[src/rtl/pc_fetch_unit_if.sv]
`default_nettype none
`timescale 1ns/1ps
// ============================================================================
// Module      : pc_fetch_unit_if
// Description : Redirect, instruction-memory request/response and decode-side
//               instruction handshake signals of the fetch unit.
//               master = fetch unit, slave = surrounding memory/decode logic.
// Revision    : 1.0  initial release
// ============================================================================
interface pc_fetch_unit_if;
    logic        redirect;
    logic [31:0] redirect_pc;
    logic        imem_req_valid;
    logic        imem_req_ready;
    logic [31:0] imem_req_addr;
    logic        imem_rsp_valid;
    logic [31:0] imem_rsp_data;
    logic        inst_valid;
    logic        inst_ready;
    logic [31:0] inst_data;
    logic [31:0] inst_pc;
    logic [31:0] inst_pc_add_4;

    modport master (
        input  redirect, redirect_pc, imem_req_ready, imem_rsp_valid,
               imem_rsp_data, inst_ready,
        output imem_req_valid, imem_req_addr, inst_valid, inst_data,
               inst_pc, inst_pc_add_4
    );

    modport slave (
        output redirect, redirect_pc, imem_req_ready, imem_rsp_valid,
               imem_rsp_data, inst_ready,
        input  imem_req_valid, imem_req_addr, inst_valid, inst_data,
               inst_pc, inst_pc_add_4
    );
endinterface
`default_nettype wire

[src/rtl/pc_fetch_unit.sv]
`default_nettype none
`timescale 1ns/1ps
// ============================================================================
// Module      : pc_fetch_unit
// Description : Holds the fetch PC, issues one instruction-memory read at a
//               time and queues returned words with their PC in a 2-entry
//               buffer toward decode. Redirects flush the stream.
// Revision    : 1.0  initial release
// ============================================================================
module pc_fetch_unit #(
    parameter logic [31:0] RESET_PC  = 32'h0000_3000,
    parameter int          BUF_DEPTH = 2
) (
    input  wire logic       clk,
    input  wire logic       reset,
    pc_fetch_unit_if.master bus
);

    typedef enum logic [0:0] {
        S_REQ  = 1'b0,
        S_WAIT = 1'b1
    } state_t;

    state_t      r_state;
    logic [31:0] r_fetch_pc;
    logic [31:0] r_req_pc;
    logic        r_outstanding;
    logic        r_stale;

    logic [1:0]  r_count;
    logic [31:0] r_buf_pc   [2];
    logic [31:0] r_buf_data [2];

    logic        w_credit_ok;
    logic        w_req_valid;
    logic        w_req_fire;
    logic        w_pop;
    logic        w_push;
    logic [31:0] w_redirect_pc;

    // Misaligned targets are accepted; the low two bits are simply dropped.
    assign w_redirect_pc = bus.redirect_pc & 32'hFFFF_FFFC;

    // Credit uses the registered occupancy only, so a pop this cycle does not
    // free a slot for a request in the same cycle.
    assign w_credit_ok = (int'(r_count) + int'(r_outstanding)) < BUF_DEPTH;
    assign w_req_valid = reset && !bus.redirect && (r_state == S_REQ) && w_credit_ok;
    assign w_req_fire  = w_req_valid && bus.imem_req_ready;

    assign w_pop  = (r_count != 2'd0) && bus.inst_ready;
    assign w_push = (r_state == S_WAIT) && bus.imem_rsp_valid && !r_stale && !bus.redirect;

    assign bus.imem_req_valid = w_req_valid;
    assign bus.imem_req_addr  = r_fetch_pc;
    assign bus.inst_valid     = (r_count != 2'd0);
    assign bus.inst_data      = r_buf_data[0];
    assign bus.inst_pc        = r_buf_pc[0];
    assign bus.inst_pc_add_4  = r_buf_pc[0] + 32'd4;

    // Fetch sequencing: PC advance, request/response tracking, stale marking.
    always_ff @(posedge clk) begin
        if (!reset) begin
            r_state       <= S_REQ;
            r_fetch_pc    <= RESET_PC;
            r_req_pc      <= 32'd0;
            r_outstanding <= 1'b0;
            r_stale       <= 1'b0;
        end else if (bus.redirect) begin
            r_fetch_pc <= w_redirect_pc;
            if (r_state == S_WAIT) begin
                if (bus.imem_rsp_valid) begin
                    // The in-flight word lands now and is thrown away.
                    r_state       <= S_REQ;
                    r_outstanding <= 1'b0;
                    r_stale       <= 1'b0;
                end else begin
                    // Still waiting: the eventual word belongs to the old stream.
                    r_stale <= 1'b1;
                end
            end
        end else begin
            case (r_state)
                S_REQ: begin
                    if (w_req_fire) begin
                        r_req_pc      <= r_fetch_pc;
                        r_fetch_pc    <= r_fetch_pc + 32'd4;
                        r_outstanding <= 1'b1;
                        r_state       <= S_WAIT;
                    end
                end
                S_WAIT: begin
                    if (bus.imem_rsp_valid) begin
                        r_stale       <= 1'b0;
                        r_outstanding <= 1'b0;
                        r_state       <= S_REQ;
                    end
                end
                default: r_state <= S_REQ;
            endcase
        end
    end

    // Two-entry instruction buffer; entry 0 is always the head.
    always_ff @(posedge clk) begin
        if (!reset) begin
            r_count <= 2'd0;
            for (int i = 0; i < 2; i++) begin
                r_buf_pc[i]   <= 32'd0;
                r_buf_data[i] <= 32'd0;
            end
        end else if (bus.redirect) begin
            r_count <= 2'd0;
        end else begin
            case ({w_push, w_pop})
                2'b10: begin
                    r_buf_pc[r_count[0]]   <= r_req_pc;
                    r_buf_data[r_count[0]] <= bus.imem_rsp_data;
                    r_count                <= r_count + 2'd1;
                end
                2'b01: begin
                    r_buf_pc[0]   <= r_buf_pc[1];
                    r_buf_data[0] <= r_buf_data[1];
                    r_count       <= r_count - 2'd1;
                end
                2'b11: begin
                    if (r_count == 2'd1) begin
                        r_buf_pc[0]   <= r_req_pc;
                        r_buf_data[0] <= bus.imem_rsp_data;
                    end else begin
                        r_buf_pc[0]   <= r_buf_pc[1];
                        r_buf_data[0] <= r_buf_data[1];
                        r_buf_pc[1]   <= r_req_pc;
                        r_buf_data[1] <= bus.imem_rsp_data;
                    end
                end
                default: ;
            endcase
        end
    end

endmodule
`default_nettype wire

[src/flat_wrapper.sv]
// flat-port wrapper written by rule: the top's interface ports become plain ports
module pc_fetch_unit_flat 
#(
    parameter logic [31:0] RESET_PC  = 32'h0000_3000,
    parameter int          BUF_DEPTH = 2
)
  (clk, reset, bus_redirect, bus_redirect_pc, bus_imem_req_ready, bus_imem_rsp_valid, bus_imem_rsp_data, bus_inst_ready, bus_imem_req_valid, bus_imem_req_addr, bus_inst_valid, bus_inst_data, bus_inst_pc, bus_inst_pc_add_4);
  pc_fetch_unit_if bus_i ();
  input  wire logic clk;
  input  wire logic reset;
  input wire logic [$bits(bus_i.redirect)-1:0] bus_redirect;
  input wire logic [$bits(bus_i.redirect_pc)-1:0] bus_redirect_pc;
  input wire logic [$bits(bus_i.imem_req_ready)-1:0] bus_imem_req_ready;
  input wire logic [$bits(bus_i.imem_rsp_valid)-1:0] bus_imem_rsp_valid;
  input wire logic [$bits(bus_i.imem_rsp_data)-1:0] bus_imem_rsp_data;
  input wire logic [$bits(bus_i.inst_ready)-1:0] bus_inst_ready;
  output wire logic [$bits(bus_i.imem_req_valid)-1:0] bus_imem_req_valid;
  output wire logic [$bits(bus_i.imem_req_addr)-1:0] bus_imem_req_addr;
  output wire logic [$bits(bus_i.inst_valid)-1:0] bus_inst_valid;
  output wire logic [$bits(bus_i.inst_data)-1:0] bus_inst_data;
  output wire logic [$bits(bus_i.inst_pc)-1:0] bus_inst_pc;
  output wire logic [$bits(bus_i.inst_pc_add_4)-1:0] bus_inst_pc_add_4;
  assign bus_i.redirect = bus_redirect;
  assign bus_i.redirect_pc = bus_redirect_pc;
  assign bus_i.imem_req_ready = bus_imem_req_ready;
  assign bus_i.imem_rsp_valid = bus_imem_rsp_valid;
  assign bus_i.imem_rsp_data = bus_imem_rsp_data;
  assign bus_i.inst_ready = bus_inst_ready;
  assign bus_imem_req_valid = bus_i.imem_req_valid;
  assign bus_imem_req_addr = bus_i.imem_req_addr;
  assign bus_inst_valid = bus_i.inst_valid;
  assign bus_inst_data = bus_i.inst_data;
  assign bus_inst_pc = bus_i.inst_pc;
  assign bus_inst_pc_add_4 = bus_i.inst_pc_add_4;
  pc_fetch_unit #(.RESET_PC(RESET_PC), .BUF_DEPTH(BUF_DEPTH)) u_core (.clk(clk), .reset(reset), .bus(bus_i));
endmodule
[config.mk]
export PLATFORM = sky130hd
export DESIGN_NAME = pc_fetch_unit_flat
export DESIGN_NICKNAME = d
export VERILOG_FILES = /design/src/rtl/pc_fetch_unit_if.sv /design/src/rtl/pc_fetch_unit.sv /design/src/flat_wrapper.sv
export SDC_FILE = /design/constraint.sdc
export NUM_CORES = 1
export LEC_CHECK = 0
export CAP_MARGIN = 10
export CELL_PAD_IN_SITES_DETAIL_PLACEMENT = 0
export CELL_PAD_IN_SITES_GLOBAL_PLACEMENT = 1
export CORE_MARGIN = 5
export CORE_UTILIZATION = 38
export DETAILED_ROUTE_END_ITERATION = 10
export PLACE_DENSITY_LB_ADDON = 0.1
export SLEW_MARGIN = 20
export SYNTH_ARGS = -nofsm -noshare
export SYNTH_HDL_FRONTEND = slang
export SYNTH_SLANG_ARGS = --single-unit
[constraint.sdc]
create_clock -name clk -period 7.3 [get_ports clk]
set_clock_uncertainty 0.2 [all_clocks]
set_input_delay 0.73 -clock clk [delete_from_list [all_inputs] [get_ports clk]]
set_output_delay 0.73 -clock clk [all_outputs]
set_load 0.01 [all_outputs]
==> metrics <==
class of the worst hold path reg2reg; DIE HEIGHT 161 um; P_int 1.84 mW; ys flop type edfxtp_1; Die X 161 um; met1 usage 25.6%; warnings from Yosys 0; Yosys top cell area share 42.8%; post-CTS setup buffer count 0; Clock Tree Buf Depth 2; vias in the first global route ~6400; Layout area overhead 31.2%; GR Overflow Total 0; Final Hold Viols 0; routed length per instance 17.1 um; Cell Count Post-Placement 1309; switching share of total power between 20% and 30%; Netlist Area Pre-Place 0.00871 mm^2; Max rail drop VDD 0.000148 V; synth top area cells edfxtp_1 43%, dfxtp_1 15%, nand2_1 9.8%; starting density of the core 38.6%; number of port buffers 191; Worst Setup End Kind primary output; leak pwr 4.01 nW; unrepaired setup endpoints after global routing no; Layout Cells excl Fill 1341; Post-synth EDFFs 124; most frequent cell after synthesis nand2_1; max incr delay on CP 570 ps; post-synthesis sequential area ratio 57.7%; Num CTS Buffers 17; clock power share 40.3%; # DRC 0; met3 Usage GRT 4.01%; Post-CTS Hold Buffers 0; Synth cell types 54; crit path buf inv count 1; Commonest cells post-synth 227 x nand2_1, 124 x edfxtp_1, 119 x a21oi_1; Power Density 209 mW/mm^2; busiest layer in global routing met2; global placement routability congestion roughly 0.75; htree depth 4; row count 55; Req. time, crit path 6370 ps; Switching Power 0.549 mW; Die ar. 0.0260 mm^2; drt first pass iters 5; Critical-path top delay cell clkdlybuf4s50_1; power share of the sequential group 50.9%; met2 Use GR between 20% and 30%; placed cell area 0.0108 mm^2; Slew @ Worst Pin about 950 ps; biggest area consumer among synthesized cells edfxtp_1; ANT cells 0; I/O pin count 200; worst skew pair latency 440 ps; Final #Nets 1120; wirelength, routed 22900 um; Final ANT Viol Nets 0; layout cells sized above 1 around 5.5%; final setup violation count 0; cts repair resizes 0; vias approximately 6600; Detailed Place HPWL around 15000 um; CP max FO 6; design area between 0.01 and 0.015 mm^2; antenna violations before repair 0; CP Class reg2out; Max-cap violations 0; Post-Synthesis Cells 876; Pins Over Slew Limit 0; Worst-path clk slew 70 ps; achievable clock frequency 239 MHz; Post-synth ARST share 0%; routed vias/inst 4.93; largest net degree at the start of global routing 62; core region area 0.0226 mm^2; Logic pwr share 8.8%; Critical Path, Cell by Cell ha_1, and4_1, nand3_1, nor3_1, nand4_1, xnor2_1, clkdlybuf4s50_1; clock root buffer clkbuf_16; global-route wire length before repair 36300 um; Period minus WS final around 4200 ps; CTS tree built; CP top delay family simple AND/OR/NAND/NOR gates; Slew HR 36.3%; status finished, final reports clean; Sink Count 189; Mapped Avg Cell Area 9.94 um^2; CP Launch Type flop; GRT Total Usage 17.4%; fin crit share 57.3%; setup TNS 0 ps; Arrival @ worst endpoint between 3000 and 4000 ps; Iter 0 DRT Violations 477; FF+latch count, synth 189
-- tightest hold or removal path, cell delays in order (launching register included) --
cell and delay, ps:
dfxtp_1 320, nand2_1 50, a21oi_1 50
-- cells in the final DEF, fill, tap and decap left out, types with 9 or more instances in the layout --
| master | Yosys | final |
|---|---|---|
| xnor2_1 | 20 | 20 |
| a21oi_1 | 119 | 117 |
| edfxtp_1 | 124 | 124 |
| nand4_1 | 18 | 18 |
| xor2_1 | 21 | 21 |
| clkbuf_16 | 0 | 17 |
| and2_1 | 64 | 64 |
| buf_4 | 8 | 9 |
| clkdlybuf4s50_1 | 0 | 191 |
| inv_1 | 13 | 13 |
| o21ai_0 | 13 | 12 |
| dfxtp_1 | 65 | 65 |
| nand3_1 | 26 | 25 |
| nand2_1 | 227 | 226 |
| nor2_1 | 25 | 24 |
-- layer usage --
metal / wire length, um / part of all wire, %
met2: 10100 / 44
met4: 191 / 0.83
met5: 0 / 0
met3: 1220 / 5.3
met1: 11300 / 50
-- path summary, 6_finish.rpt --
check                                end  slack, ps  cells past startpoint                  start
setup / recovery   bus_inst_pc_add_4[26]       3120                      7  u_core.r_buf_pc[0][2]
hold / removal       u_core.r_req_pc[26]        270                      2    u_core.r_req_pc[26]
setup reg to reg  u_core.r_buf_pc[0][31]       4220                     11      u_core.r_count[0]
hold reg to reg      u_core.r_req_pc[26]        270                      2    u_core.r_req_pc[26]
-- cell families (layout without fill, tap and decap cells) --
group / after synthesis / after routing / share of synthesized area (%)
buffers and inverters: 72 / 247 / 4.12
muxes: 5 / 5 / 0.647
other: 1 / 6 / 0.0431
AOI/OAI and AO/OA: 165 / 165 / 10.4
xor gates and xnor gates: 41 / 41 / 4.12
adders and majority gates: 7 / 7 / 1.01
DFF: 189 / 189 / 57.7
and+or+nand+nor: 396 / 396 / 21.9
-- cell type report --
type | count | area [um^2]
clock buffer | 19 | 443
clock inverter | 13 | 166
fill | 2121 | 11100
inverter | 15 | 70.1
multi-input combinational | 620 | 3390
sequential | 189 | 5020
tap | 285 | 357
timing repair buffer | 200 | 1980
-- stage by stage --
step | setup slack (ps) | util, % | hold WS [ps] | power (mW)
finish | 3120 | 50.6 | 269 | 2.39
global route | 2870 | 50.6 | 292 | 2.48
CTS | 3040 | 50.6 | 273 | 2.42
detailed placement | 3130 | 47.9 | 259 | 1.45
global placement | 3220 | 47.9 | 251 | 1.45
floorplan | 477 | - | 230 | 1.32
-- registers in the layout (all words and copies together), names as in the netlist --
| register | count |
|---|---|
| u_core.r_count | 2 |
| u_core.bus.imem_req_addr | 30 |
| u_core.r_state | 1 |
| u_core.r_outstanding | 1 |
| u_core.r_stale | 1 |
| u_core.r_buf_data | 64 |
| u_core.r_buf_pc | 60 |
| u_core.r_req_pc | 30 |
-- power groups by stage --
stage | Clock (mW) | Sequential, mW | Combinational (mW)
2_1_floorplan | 0 | 1.24 | 0.0798
3_3_place_gp | 0 | 1.24 | 0.212
3_5_place_dp | 0 | 1.24 | 0.213
4_1_cts | 0.988 | 1.22 | 0.213
5_1_grt | 1.03 | 1.22 | 0.228
6_report | 0.963 | 1.22 | 0.210
(Power assumes the default switching activity.)
